## src/rtl/gpr_wb_queue.sv

```systemverilog
// gpr_wb_queue: in-order writeback buffer in front of the GPR write port, with read forwarding.
// Latency: an entry captured at posedge N can drive gpr_we in cycle N+1 (at the earliest).
// Backpressure: in_ready=0 when full (a coalescing request is still taken); wb_hold freezes draining.
// Optional feature macro: GPR_WB_COALESCE_EN (merge a request into the youngest entry with the same register).
module gpr_wb_queue #(
  parameter int DEPTH = 4,
  parameter int DW    = 32,
  parameter int AW    = 5,
  localparam int PW   = $clog2(DEPTH),
  localparam int CW   = PW + 1
) (
  input  logic          clk,
  input  logic          rst_n,
  input  logic          in_valid,
  output logic          in_ready,
  input  logic [AW-1:0] in_reg,
  input  logic [DW-1:0] in_data,
  input  logic          wb_hold,
  output logic          gpr_we,
  output logic [AW-1:0] gpr_waddr,
  output logic [DW-1:0] gpr_wdata,
  input  logic [AW-1:0] rd_addr1,
  input  logic [AW-1:0] rd_addr2,
  output logic          fwd_hit1,
  output logic [DW-1:0] fwd_data1,
  output logic          fwd_hit2,
  output logic [DW-1:0] fwd_data2,
  output logic [CW-1:0] count,
  output logic          empty
);

  // Entry storage, circular buffer indexed by rd_ptr/wr_ptr.
  logic [AW-1:0] reg_q  [DEPTH];
  logic [DW-1:0] data_q [DEPTH];

  logic [PW-1:0] rd_ptr_q, rd_ptr_d;
  logic [PW-1:0] wr_ptr_q, wr_ptr_d;
  logic [CW-1:0] count_q, count_d;

  // Last values driven on the write port; held while idle or on hold.
  logic [AW-1:0] last_addr_q, last_addr_d;
  logic [DW-1:0] last_data_q, last_data_d;

  logic empty_w;
  logic drain;
  logic coalesce;
  logic accept;
  logic alloc;

  assign empty_w = (count_q == '0);
  assign drain   = !empty_w && !wb_hold;

`ifdef GPR_WB_COALESCE_EN
  logic [PW-1:0] youngest;
  assign youngest = wr_ptr_q - 1'b1;

  // Merge into the youngest entry, unless that entry is the head leaving this cycle.
  always_comb begin
    coalesce = 1'b0;
    if (in_valid && (in_reg != '0) && !empty_w && (reg_q[youngest] == in_reg) &&
        !(drain && (count_q == CW'(1)))) begin
      coalesce = 1'b1;
    end
  end
`else
  assign coalesce = 1'b0;
`endif

  // Capacity check ignores a same-cycle pop; a merge needs no new slot.
  assign in_ready = (count_q < CW'(DEPTH)) || coalesce;
  assign accept   = in_valid && in_ready;
  // r0 requests are consumed but never stored.
  assign alloc    = accept && (in_reg != '0) && !coalesce;

  // Next-state for pointers, occupancy and held write-port values.
  always_comb begin
    rd_ptr_d    = rd_ptr_q;
    wr_ptr_d    = wr_ptr_q;
    count_d     = count_q;
    last_addr_d = last_addr_q;
    last_data_d = last_data_q;
    if (alloc) begin
      wr_ptr_d = wr_ptr_q + 1'b1;
    end
    if (drain) begin
      rd_ptr_d    = rd_ptr_q + 1'b1;
      last_addr_d = reg_q[rd_ptr_q];
      last_data_d = data_q[rd_ptr_q];
    end
    case ({alloc, drain})
      2'b10:   count_d = count_q + 1'b1;
      2'b01:   count_d = count_q - 1'b1;
      default: count_d = count_q;
    endcase
  end

  // Control state register with synchronous reset; discards all pending entries.
  always_ff @(posedge clk) begin
    if (!rst_n) begin
      rd_ptr_q    <= '0;
      wr_ptr_q    <= '0;
      count_q     <= '0;
      last_addr_q <= '0;
      last_data_q <= '0;
    end else begin
      rd_ptr_q    <= rd_ptr_d;
      wr_ptr_q    <= wr_ptr_d;
      count_q     <= count_d;
      last_addr_q <= last_addr_d;
      last_data_q <= last_data_d;
    end
  end

  // Entry write: new allocation at the tail, or data merge into the youngest entry.
  always_ff @(posedge clk) begin
    if (rst_n && alloc) begin
      reg_q[wr_ptr_q]  <= in_reg;
      data_q[wr_ptr_q] <= in_data;
    end
`ifdef GPR_WB_COALESCE_EN
    else if (rst_n && accept && coalesce) begin
      data_q[youngest] <= in_data;
    end
`endif
  end

  // Write port: head entry while draining, otherwise the last driven values.
  always_comb begin
    gpr_we    = drain;
    gpr_waddr = last_addr_q;
    gpr_wdata = last_data_q;
    if (drain) begin
      gpr_waddr = reg_q[rd_ptr_q];
      gpr_wdata = data_q[rd_ptr_q];
    end
  end

  // Forwarding: scan oldest to youngest so the youngest match overrides; head included.
  always_comb begin
    logic [PW-1:0] idx;
    idx       = '0;
    fwd_hit1  = 1'b0;
    fwd_data1 = '0;
    fwd_hit2  = 1'b0;
    fwd_data2 = '0;
    for (int k = 0; k < DEPTH; k++) begin
      idx = rd_ptr_q + PW'(k);
      if (CW'(k) < count_q) begin
        if ((rd_addr1 != '0) && (reg_q[idx] == rd_addr1)) begin
          fwd_hit1  = 1'b1;
          fwd_data1 = data_q[idx];
        end
        if ((rd_addr2 != '0) && (reg_q[idx] == rd_addr2)) begin
          fwd_hit2  = 1'b1;
          fwd_data2 = data_q[idx];
        end
      end
    end
  end

  assign count = count_q;
  assign empty = empty_w;

endmodule
```

## config.mk

```make
export PLATFORM = sky130hd
export DESIGN_NAME = gpr_wb_queue
export DESIGN_NICKNAME = d
export VERILOG_FILES = /design/src/rtl/gpr_wb_queue.sv
export SDC_FILE = /design/constraint.sdc
export NUM_CORES = 1
export LEC_CHECK = 0
export ABC_AREA = 1
export CORE_MARGIN = 3
export CORE_UTILIZATION = 55
export DETAILED_ROUTE_END_ITERATION = 8
export PLACE_DENSITY_LB_ADDON = 0.3
export SLEW_MARGIN = 20
export SYNTH_ARGS = -nofsm -noshare
export SYNTH_HDL_FRONTEND = slang
export SYNTH_SLANG_ARGS = --single-unit
```

## constraint.sdc

```tcl
create_clock -name clk -period 4 [get_ports clk]
set_input_delay 0.4 -clock clk [delete_from_list [all_inputs] [get_ports clk]]
set_output_delay 0.4 -clock clk [all_outputs]
set_load 0.03 [all_outputs]
```

==> results.toml, run 1 <==
[run_status]
run_status = "completed"

[timing]
final_hold_viol_count = 0
fmax_ghz = 0.2672
max_slew_margin_pct = 37.70
period_needed_ps = 3742
setup_viol = 0
period_share_pct = 93.55
fin_setup_tns_ps = 0
slew_violations = 0
rsz0062_at_grt = "no"
tightest_slew_ps = 934.5
fin_hold_ws_ps = 471.4
skew_ps = 11.12

[synth]
synth-simple-area-share_pct = 37.57
yosysTopAreaCell = "edfxtp_1"
postSynthAreaPerCell_um2 = 6.541
synthMuxAreaShare_pct = 0
synthAdderAreaFrac_pct = 0.8230
synth_compound_area_share_pct = 12.66
yosys_warnings = 0
synthesis.nets = 2152
synth_edf_count = 148
ys_seq_area_share_pct = 39.21
synth_top_area_share_pct = 32.48
ys_types = 31
synth-seq-cells = 194
syn_inst = 2092
ys_async_sr_fraction_pct = 0
synthFlopType = "edfxtp_1"
syn_area_mm2 = 0.01368
synth.area.top_cells = "edfxtp_1 32%, nand2_1 22%, nor2_1 8.4%"
synth_top_family_by_area = "simple AND/OR/NAND/NOR gates"
post_synth_xor_area_fraction_pct = 0.3841

[cells_and_area]
antenna_cells = 0
layout.nets = 2234
syn_to_final_growth_pct = 15.26
final_common_cell = "nand2_1"
final_cell_mix = "811 x nand2_1, 299 x nor2_1, 160 x nand3_1"
fill_cells = 2249
final_cells = 2511
drive_above_1_share_pct = 7.225

[critical_path]
crit_required_ps = 3600
startpoint = "count[0]"
r2r_start = "count[2]"
start_kind = "flop"
r2r_slack_ps = 1590
path_class = "reg -> out"
arrival_ps = 3340
cp_max_fo = 31
critPathCaptureType = "output pin"

[route]
drtIter0Drc = 1758
drt-pass1-iter-count = 9
drc = 0
routedWlPerCell_um = 18.18
vias_per_cell = 5.758
drt_wl_total_um = 45640
dr_total_vias = 14460
antenna_left = 0

[clocking]
htreeDepth = 4
cts_hold_buf = 0
cts_num_sinks = 194
clkSlewWorstSetupHoldPaths_ps = 80
insertion_delay_ps = 440
cts_tree = "built"
cts_setup_buffers = 0
cts-buffers-inserted = 17
root_buffer = "clkbuf_16"
cts_resized = 0
clockBufferDepth = 2

[global_routing]
grt_pass1_wl_um = 71210
antenna_found_initial = 0
track_usage_pct = 34.07
gr-total-overflow = 0
grt_max_degree = 103
grt_pass1_vias = 13220

[die]
core-area_mm2 = 0.02439
die_h_um = 163.7
die_w_um = 163.7
fp-row-count = 57
dieArea_mm2 = 0.02681
start_util_pct = 56.10
io_pins = 160

[hold_path]
hold_start = "last_data_q[3]"
hold_path_class = "reg -> reg"

[power]
peakVddDrop_v = 0.0003527
leakagePower_nw = 7.334
p_total_mw = 10.21
p_per_area_mw_per_mm2 = 647.3

[placed_design]
dp_hpwl_um = 30290
dp_cells = 2479
place.port_buffers = 159
globalplace.congestion = 0.9995

[job]
cap_violations = 0
## kinds of logic (layout without fill, tap and decap cells)
logic type / after synthesis / in the layout
AND/OR/NAND/NOR: 1295 / 1295
adder cells (fa/ha/maj): 9 / 9
XOR/XNOR: 6 / 6
buffers and inverters: 278 / 373
AO/OA/AOI/OAI: 310 / 310
flip-flops: 194 / 194
## report_power, final
part	total (mW)	internal [mW]	switching (mW)	leakage (nW)
combinational	5.92	1.72	4.20	5.31
clock	1.77	0.948	0.823	0.299
sequential	2.52	2.38	0.136	1.72
## path summary, 6_finish.rpt
kind,end,cells past startpoint
setup / recovery,gpr_wdata[1],9
hold / removal,last_data_q[3],2
setup reg to reg,data_q[0][21],6
hold reg to reg,last_data_q[3],2
## critical path, stage by stage (launching register included)
cell and delay [ps]:
dfxtp_1 440, inv_1 150, ha_1 220, inv_1 60, nor2_1 70, nor2_4 460
buf_4 450, nand2_1 120, nand2_1 200, clkdlybuf4s50_1 710
## state kept, by name, summed over array words and instances (netlist names), named ones only
name and cells:
last_addr_q 5, last_data_q 32, data_q 128, wr_ptr_q 2, reg_q 20, rd_ptr_q 2
count 3
## cell usage after synthesis (9+ instances only)
| cell type | number |
|---|---|
| nor2_1 | 305 |
| inv_1 | 144 |
| ha_1 | 9 |
| dfxtp_1 | 46 |
| buf_4 | 20 |
| nand3_1 | 162 |
| o21ai_0 | 128 |
| a21oi_1 | 81 |
| buf_2 | 36 |
| buf_1 | 9 |
| a22oi_1 | 32 |
| nand2_1 | 811 |
| edfxtp_1 | 148 |
| o21ai_1 | 28 |
| clkbuf_1 | 50 |
| o211ai_1 | 40 |
| buf_6 | 15 |
## area by class of cell
class	instances	area [um2]	share of cell area, %
clock buffers	21	481.7	3.054
clock inverters	11	116.4	0.7378
inverters	148	558.0	3.538
multi-input cells	1620	7094	44.98
flip-flops and latches	194	5371	34.06
well taps	324	405.4	2.570
repair buffers	193	1744	11.06
## layer usage
| metal | vias up | GRT usage, % | part of all wire [%] |
|---|---|---|---|
| li1 | 6920 | - | - |
| met1 | 6514 | 46.14 | 40 |
| met2 | 875 | 55.13 | 46 |
| met3 | 149 | 4.414 | 10 |
| met4 | 0 | 14.69 | 4.1 |
| met5 | - | 0 | 0 |
## through the flow
stage | setup slack (ps) | util [%] | area [um2]
after CTS | 265.3 | 64.66 | 15770
after detailed placement | 762.1 | 62.21 | 15170
final | 258.1 | 64.66 | 15770
after floorplan | 851.1 | - | 13680
after global routing | 80.32 | 64.66 | 15770
after global placement | 766.2 | 62.21 | 15170
(Power assumes the default switching activity.)
==> run 2, diff against run 1 <==
CORE_UTILIZATION = 52   (was 55)
clock period = 3.3 ns   (was 4 ns; I/O delays follow)
==> run 2 against run 1 <==
Compared with the run above:
- worst setup slack got worse by 190 ps
- hold slack better by 3.4 ps
- global-route usage decreased by 2.1 points
- combinational power is 24% higher
- critical path depth rose by 5
- via count increased by 0.20%
- count of clock-buffer cells in the layout down 4
- flip-flop and latch count unchanged
- critical endpoint is now fwd_data1[31]
==> results.toml, run 2 (synthesized netlist as in run 1, its figures left out) <==
[global_routing]
grt_pass1_vias = 13540
track_usage_pct = 32.00
grt.busiest_layer = "met2"
met1_usage_pct = 40.70
antenna_found_initial = 0
gr-total-overflow = 0
grt_pass1_wl_um = 71900
grt_util_met3_pct = 5.799
grt_max_degree = 98
grt_use_met2_pct = 53.22

[critical_path]
crit_path_frequent_cell = "nand2_1"
path_buf_inv = 3
critPathCaptureType = "output pin"
crit_required_ps = 2970
crit_family = "simple AND/OR/NAND/NOR gates"
slowest_delay_ps = 580
cp_max_fo = 32
arrival_ps = 2900
slowest_stage = "dfxtp_4"
cp_cell_sequence = "inv_8 > nand2_1 > nand3_1 > nand2_1 > o21ai_0 > nor2_1 > nand2_1 > nor2_2 > buf_12 > nand3_1 > nand2_1 > nand2_1 > nand2_1 > buf_4"
start_kind = "flop"
path_class = "reg -> out"

[power]
peakVddDrop_v = 0.0006255
p_per_area_mw_per_mm2 = 775.9
p_total_mw = 12.49
leakagePower_nw = 7.454

[route]
routedWlPerCell_um = 18.52
dr_total_vias = 14490
drt_wl_total_um = 46850
drt-pass1-iter-count = 6
antenna_left = 0
drc = 0
vias_per_cell = 5.726
drtIter0Drc = 1770

[clocking]
clockBufferDepth = 2
htreeDepth = 4
insertion_delay_ps = 440
cts-buffers-inserted = 17
cts_num_sinks = 194
cts_tree = "built"
clkSlewWorstSetupHoldPaths_ps = 80
cts_hold_buf = 0
cts_setup_buffers = 0
root_buffer = "clkbuf_16"

[die]
fp-row-count = 58
core-area_mm2 = 0.02554
io_pins = 160
die_h_um = 168.2
start_util_pct = 53.57
die_w_um = 168.2
dieArea_mm2 = 0.02830

[cells_and_area]
antenna_cells = 0
top_register = "data_q"
drive_above_1_share_pct = 8.182
fill_cells = 2324
largest_register_ffs = 128
largestRegisters = "data_q x128, last_data_q x32, reg_q x20"
layout.nets = 2247
syn_to_final_growth_pct = 17.68
final_cell_mix = "811 x nand2_1, 293 x nor2_1, 160 x nand3_1"
final_common_cell = "nand2_1"

[timing]
setup_viol = 0
max_slew_margin_pct = 38.72
skew_ps = 13.91
period_share_pct = 98.00
final_hold_viol_count = 0
period_needed_ps = 3234
slew_violations = 0
rsz0062_at_grt = "no"
tightest_slew_ps = 919.2
fmax_ghz = 0.3092
fin_setup_tns_ps = 0

[placed_design]
globalplace.congestion = 0.9363
place.port_buffers = 159
dp_hpwl_um = 31840

[job]
cap_violations = 0

[run_status]
run_status = "completed"

[hold_path]
hold_path_class = "reg -> reg"
==> run 2: cell types whose count changed in the layout (fill, tap and decap cells not counted), moves of 3 or more <==
cell      before  now
buf_12         5   13
buf_4         95   88
buf_6          0    8
clkinv_4       1    4
inv_8          1    5
nor2_1       299  293
nor2_2         1    7
==> run 2: worst reg2reg max path, cell delays in order (launching register included) <==
cell and delay (ps):
dfxtp_1 350, inv_1 160, ha_1 170, inv_1 40, nor2_1 210, nor2_4 70
buf_4 210, ha_1 370, nor2_1 110, o21ai_0 110, o21ai_0 150, a21oi_1 50
==> run 2: final timing paths <==
path | start | slack (ps) | cells after the start | end
hold reg to reg | last_data_q[2] | 470 | 2 | last_data_q[2]
setup reg to reg | count[0] | 1180 | 11 | count[2]
setup / recovery | flop | 70 | 14 | fwd_data1[31]
hold / removal | last_data_q[2] | 470 | 2 | last_data_q[2]
==> run 2: routing by layer <==
metal	share of wire (%)	vias up	routed length, um
met5	0	-	0
met4	4.0	0	1855
met3	10	146	4770
met2	47	862	21940
met1	39	6538	18290
li1	-	6941	-
==> run 2: repair_timing <==
action	in CTS	in global routing
resized for setup	4	25
endpoints found under the setup margin	69	102
pin swaps	0	1
cloned	0	1
==> run 2: layout make-up <==
cell class / count / area [um2] / area share (%)
flip-flops and latches: 194 / 5375 / 33.38
well taps: 330 / 412.9 / 2.564
multi-input cells: 1620 / 7123 / 44.24
inverters: 148 / 568.0 / 3.528
clock buffers: 17 / 425.4 / 2.642
clock inverters: 15 / 172.7 / 1.072
repair buffers: 206 / 2024 / 12.57
==> run 2: power by group <==
group,internal [mW],total [mW],switching [mW]
Clock,1.08,2.11,1.03
Combinational,2.18,7.34,5.16
Sequential,2.89,3.04,0.154
==> run 2: through the flow <==
stage | hold WS (ps) | utilization, % | area (um2) | setup slack, ps | std cells
after floorplan | 428.9 | - | 13680 | 151.1 | 2092
after global placement | 459.7 | 60.22 | 15380 | 219.7 | 2497
after detailed placement | 465.1 | 60.22 | 15380 | 222.8 | 2497
after CTS | 474.9 | 62.62 | 16000 | 3.057 | 2529
after global routing | 492.0 | 63.03 | 16100 | 3.252 | 2530
final | 474.9 | 63.03 | 16100 | 66.07 | 2530
